**config.mk**
```make
export PLATFORM = sky130hd
export DESIGN_NAME = move_sequencer
export DESIGN_NICKNAME = d
export VERILOG_FILES = /design/src/rtl/move_sequencer.sv
export SDC_FILE = /design/constraint.sdc
export NUM_CORES = 1
export LEC_CHECK = 0
export ABC_AREA = 1
export CORE_ASPECT_RATIO = 1.25
export CORE_MARGIN = 1
export CORE_UTILIZATION = 49
export DETAILED_ROUTE_END_ITERATION = 10
export GPL_ROUTABILITY_DRIVEN = 0
export PLACE_DENSITY = 0.67
export SETUP_SLACK_MARGIN = 0.4
export SYNTH_ARGS = -nofsm -noshare
export SYNTH_HDL_FRONTEND = slang
export SYNTH_SLANG_ARGS = --single-unit
```
**constraint.sdc**
```tcl
create_clock -name clock -period 3.92 [get_ports clock]
set_input_delay 1.176 -clock clock [delete_from_list [all_inputs] [get_ports clock]]
set_output_delay 1.176 -clock clock [all_outputs]
set_load 0.005 [all_outputs]
```
**src/rtl/move_sequencer.sv**
```systemverilog
// move_sequencer: queues 4-bit move codes in a small FIFO and issues them one
// at a time to a stepper executor, handshaking on move_done and enforcing an
// idle gap between moves.
// Optional feature: define MOVE_SEQ_ACK_TIMEOUT_EN to bound the wait for the
// executor to acknowledge a move_start (sets error, flushes, returns to IDLE).
module move_sequencer #(
  parameter int DEPTH       = 16,
  parameter int GAP_CYCLES  = 1000,
  parameter int ACK_TIMEOUT = 255
) (
  input  logic       clock,
  input  logic       reset_n,
  input  logic [3:0] wr_move,
  input  logic       wr_valid,
  output logic       wr_ready,
  input  logic       run,
  input  logic       abort,
  input  logic       move_done,
  output logic [3:0] next_move,
  output logic       move_start,
  output logic       busy,
  output logic [5:0] fifo_count,
  output logic [7:0] moves_executed,
  output logic       error
);

  localparam int PTR_W = $clog2(DEPTH);
  localparam int GAP_W = $clog2(GAP_CYCLES + 1);

  // Parameter sanity checks, evaluated at elaboration only.
  if (DEPTH < 4 || DEPTH > 32 || (DEPTH & (DEPTH - 1)) != 0) begin : g_bad_depth
    $error("move_sequencer: DEPTH must be a power of two in 4..32");
  end
  if (GAP_CYCLES < 1 || ACK_TIMEOUT < 1) begin : g_bad_timing
    $error("move_sequencer: GAP_CYCLES and ACK_TIMEOUT must be at least 1");
  end

  typedef enum logic [2:0] {IDLE, ISSUE, WAIT_ACK, WAIT_DONE, GAP} state_t;

  state_t           state;
  state_t           state_next;
  logic [3:0]       mem [DEPTH];
  logic [PTR_W-1:0] wr_ptr;
  logic [PTR_W-1:0] rd_ptr;
  logic [GAP_W-1:0] gap_cnt;
  logic             code_ok;
  logic             wr_fire;
  logic             code_bad;
  logic             fifo_empty;
  logic             pop;
  logic             done_evt;
  logic             timeout_evt;
  logic             flush;

  // Only codes 2..13 are meaningful moves; the rest are rejected at the door.
  assign code_ok    = (wr_move >= 4'd2) && (wr_move <= 4'd13);
  assign wr_ready   = (fifo_count < 6'(DEPTH)) && !abort;
  assign wr_fire    = wr_valid && wr_ready && code_ok;
  assign code_bad   = wr_valid && wr_ready && !code_ok;
  assign fifo_empty = (fifo_count == 6'd0);
  assign flush      = abort || timeout_evt;
  assign busy       = (state != IDLE);

`ifdef MOVE_SEQ_ACK_TIMEOUT_EN
  localparam int ACK_W = $clog2(ACK_TIMEOUT + 1);
  logic [ACK_W-1:0] ack_cnt;

  // Count clocks spent waiting for the executor to drop move_done.
  always_ff @(posedge clock or negedge reset_n) begin
    if (!reset_n)               ack_cnt <= '0;
    else if (state == WAIT_ACK) ack_cnt <= ack_cnt + 1'b1;
    else                        ack_cnt <= '0;
  end
`endif

  // State register.
  always_ff @(posedge clock or negedge reset_n) begin
    if (!reset_n) state <= IDLE;
    else          state <= state_next;
  end

  // Next-state logic and per-state strobes; abort blocks any new issue.
  always_comb begin
    state_next  = state;
    pop         = 1'b0;
    done_evt    = 1'b0;
    timeout_evt = 1'b0;
    case (state)
      IDLE: begin
        if (run && !fifo_empty && move_done && !abort) state_next = ISSUE;
      end
      ISSUE: begin
        pop        = 1'b1;
        state_next = WAIT_ACK;
      end
      WAIT_ACK: begin
        if (!move_done) begin
          state_next = WAIT_DONE;
        end
`ifdef MOVE_SEQ_ACK_TIMEOUT_EN
        else if (ack_cnt == ACK_W'(ACK_TIMEOUT - 1)) begin
          timeout_evt = 1'b1;
          state_next  = IDLE;
        end
`endif
      end
      WAIT_DONE: begin
        if (move_done) begin
          done_evt   = 1'b1;
          state_next = GAP;
        end
      end
      GAP: begin
        if (gap_cnt == GAP_W'(GAP_CYCLES - 1)) begin
          state_next = (run && !fifo_empty && !abort) ? ISSUE : IDLE;
        end
      end
      default: state_next = IDLE;
    endcase
  end

  // FIFO storage; contents need no reset because count gates every read.
  always_ff @(posedge clock) begin
    if (wr_fire) mem[wr_ptr] <= wr_move;
  end

  // FIFO pointers and occupancy; a flush overrides any push or pop.
  always_ff @(posedge clock or negedge reset_n) begin
    if (!reset_n) begin
      wr_ptr     <= '0;
      rd_ptr     <= '0;
      fifo_count <= 6'd0;
    end else if (flush) begin
      wr_ptr     <= '0;
      rd_ptr     <= '0;
      fifo_count <= 6'd0;
    end else begin
      if (wr_fire) wr_ptr <= wr_ptr + 1'b1;
      if (pop)     rd_ptr <= rd_ptr + 1'b1;
      case ({wr_fire, pop})
        2'b10:   fifo_count <= fifo_count + 6'd1;
        2'b01:   fifo_count <= fifo_count - 6'd1;
        default: ;
      endcase
    end
  end

  // Registered head read; next_move holds until the next issue.
  always_ff @(posedge clock or negedge reset_n) begin
    if (!reset_n) begin
      next_move  <= 4'd0;
      move_start <= 1'b0;
    end else begin
      move_start <= pop;
      if (pop) next_move <= mem[rd_ptr];
    end
  end

  // Gap timer runs only while in GAP.
  always_ff @(posedge clock or negedge reset_n) begin
    if (!reset_n)          gap_cnt <= '0;
    else if (state == GAP) gap_cnt <= gap_cnt + 1'b1;
    else                   gap_cnt <= '0;
  end

  // Completed-move counter (wraps) and sticky error flag.
  always_ff @(posedge clock or negedge reset_n) begin
    if (!reset_n) begin
      moves_executed <= 8'd0;
      error          <= 1'b0;
    end else begin
      if (done_evt)                moves_executed <= moves_executed + 8'd1;
      if (code_bad || timeout_evt) error          <= 1'b1;
    end
  end

endmodule

```
==> out/metrics.cfg <==
[placed_design]
io_buffers = 31
hpwl_um = 6610
place_area_um2 = 5120
dp_slack_ns = 0.370
placedCellCount = 606

[drt]
initialDrtViolationCount = 235
route.detailed.drc = 0
wl_per_cell_um = 16.1
vias = 3398
first_pass_iters = 5
wl_um = 10000
drt-vias-per-instance = 5.45
antenna_left = 0

[grt]
grt_first_pass_wirelength_um = 16200
grt_max_degree = 42
grtUsageTotal_pct = 22.1
grt_pass1_vias = 3377
antenna_found_initial = 0
grt_overflow_total = 0

[clock_tree]
cts_buffers = 9
clk_pin_slew_ns = 0.06
clk_latency_ns = 0.35
clockRootBuffer = clkbuf_16
cts.sinks = 105
cts_tree = done
clock_tree.buffer_depth = 2
htreeDepth = 3

[sta]
fin_crit_sh_pct = 81.2
setup_viol = 0
finalHoldViolations = 0
slew_headroom_pct = 35.7
whs_ns = 0.477
fmax_mhz = 314
period_needed_ns = 3.18
fin_ws_ns = 0.736
finClkSkew_ns = 0.00671
rsz0062_at_grt = no
tightest_slew_ns = 0.965
tns_ns = 0
maxSlewViolCount = 0

[logic_synthesis]
syn_nets = 479
netlist_instances = 459
syn_area_um2 = 4670
syn_avg_cell_area_um2 = 10.2
ys_seq_area_share_pct = 63.1
yosysWarnings = 0
synth_cell_types = 35
synth.ff_latch_count = 105

[min_path]
hold_path.class = flop to flop
holdPathStages = 1
min_to = moves_executed[7]
min-delay-start = moves_executed[7]

[critical_path]
max_stage_delay_ns = 0.49
reg2reg_depth = 16
crit_type = primary input to output port
end_kind = output port
path_cells = dlymetal6s2s_1, inv_2, nand2_2, inv_1, clkdlybuf4s50_1
worst_path_max_delay_cell = clkdlybuf4s50_1
reg2reg_slack_ns = 1.75
crit_fanout = 2
arrival_ns = 2.01
rr_endpoint = fifo_count[5]
required_ns = 2.74
r2r-start = fifo_count[5]
startpoint_type = primary input

[final_layout]
final_cells = 623
syn2layout_area_growth_pct = 16.4
design_area_um2 = 5440
nFillCells = 762
final_common_cell = nor2_1
final_cell_mix = nor2_1, nand2_1, edfxtp_1
layout-drive-gt1-share_pct = 7.40
post-route-util_pct = 59.0
n_antenna_cell = 0
nNetsFinal = 515

[floorplan]
core_region_area_um2 = 9220
die-area_um2 = 9940
rows = 39
fp.dieH_um = 111
num_io_pins = 32
chipWidth_um = 89.4
initial_core_util_pct = 50.7

[pwr]
p_per_area_nw_per_um2 = 605
leakage_nw = 2.18
irDropWorstVdd_mv = 0.463
finalPower_mw = 3.29

[run_status]
run_status = completed

[flow_run]
drv_cap = 0

kinds of logic after synthesis:
family / share of synthesized area, %
XOR/XNOR: 1.31
AO/OA/AOI/OAI: 11.4
adder cells (fa/ha/maj): 2.68
buffers and inverters: 4.60
flip-flops: 63.1
AND/OR/NAND/NOR: 16.9
synth_stat cells, drive strengths merged:
cell type / count / share of area, %
a211oi: 2 / 0.32
nand3: 19 / 2.2
o221ai: 4 / 0.75
and3: 1 / 0.13
a31oi: 2 / 0.27
ha: 10 / 2.7
o21a: 2 / 0.32
nand4: 4 / 0.54
inv: 42 / 3.4
o22ai: 14 / 1.9
clkinv: 1 / 0.080
xor2: 3 / 0.56
o41ai: 1 / 0.19
o21bai: 1 / 0.16
o21ai: 54 / 5.9
nand3b: 2 / 0.32
xnor2: 4 / 0.75
buf: 2 / 0.35
dfrtp: 41 / 22
a31o: 1 / 0.19
nor2: 84 / 7.0
a21oi: 14 / 1.5
nor3: 6 / 0.64
edfxtp: 64 / 41
nand2: 71 / 6.0
clkbuf: 10 / 0.80
power breakdown:
group | leakage, nW | internal [mW] | total [mW] | switching, mW
Clock | 0.152 | 0.556 | 0.945 | 0.388
Sequential | 1.12 | 1.28 | 1.39 | 0.114
Combinational | 0.911 | 0.392 | 0.953 | 0.562
timing repair:
action                                  in CTS  in global routing
buffers inserted                             1                  0
gates cloned                                 0                  0
pin swaps                                    0                  0
hold buffers                                 0                  0
gates resized for setup                      0                  1
endpoints found under the setup margin       1                  1
routing by layer:
layer / wire length, um / global-route usage (%)
met5: 0 / 0
met4: 158 / 7.62
met3: 690 / 6.33
met2: 4950 / 36.2
met1: 4200 / 27.8
worst max-delay path by stage:
stage                    start             to  slack, ns  cells past startpoint
floorplan                abort  fifo_count[5]       1.31                     17
global placement         abort       wr_ready       0.36                      5
detailed placement       abort       wr_ready       0.37                      5
CTS                      abort       wr_ready       0.42                      5
global route        wr_move[1]  fifo_count[5]       0.60                     16
finish                   abort       wr_ready       0.74                      5
area by class of cell:
class / instances / area (um^2) / area share (%)
Tap cell: 123 / 154 / 2.83
Clock buffer: 10 / 229 / 4.21
Clock inverter: 6 / 82.6 / 1.52
Inverter: 43 / 161 / 2.97
Multi-Input combinational cell: 299 / 1510 / 27.8
Timing Repair Buffer: 37 / 353 / 6.49
Sequential cell: 105 / 2950 / 54.2
critical path: cells and delay by family:
kind          cells  cell delay [ns]
buf+inv           4             0.77
simple gates      1             0.06
flip-flops by register name (all words and copies together), names as in the netlist:
signal,flops
state,3
fifo_count,6
moves_executed,8
rd_ptr,4
wr_ptr,4
next_move,4
mem,64
gap_cnt,10
error,1
move_start,1
Note: power is estimated with default switching activity, not from simulation.
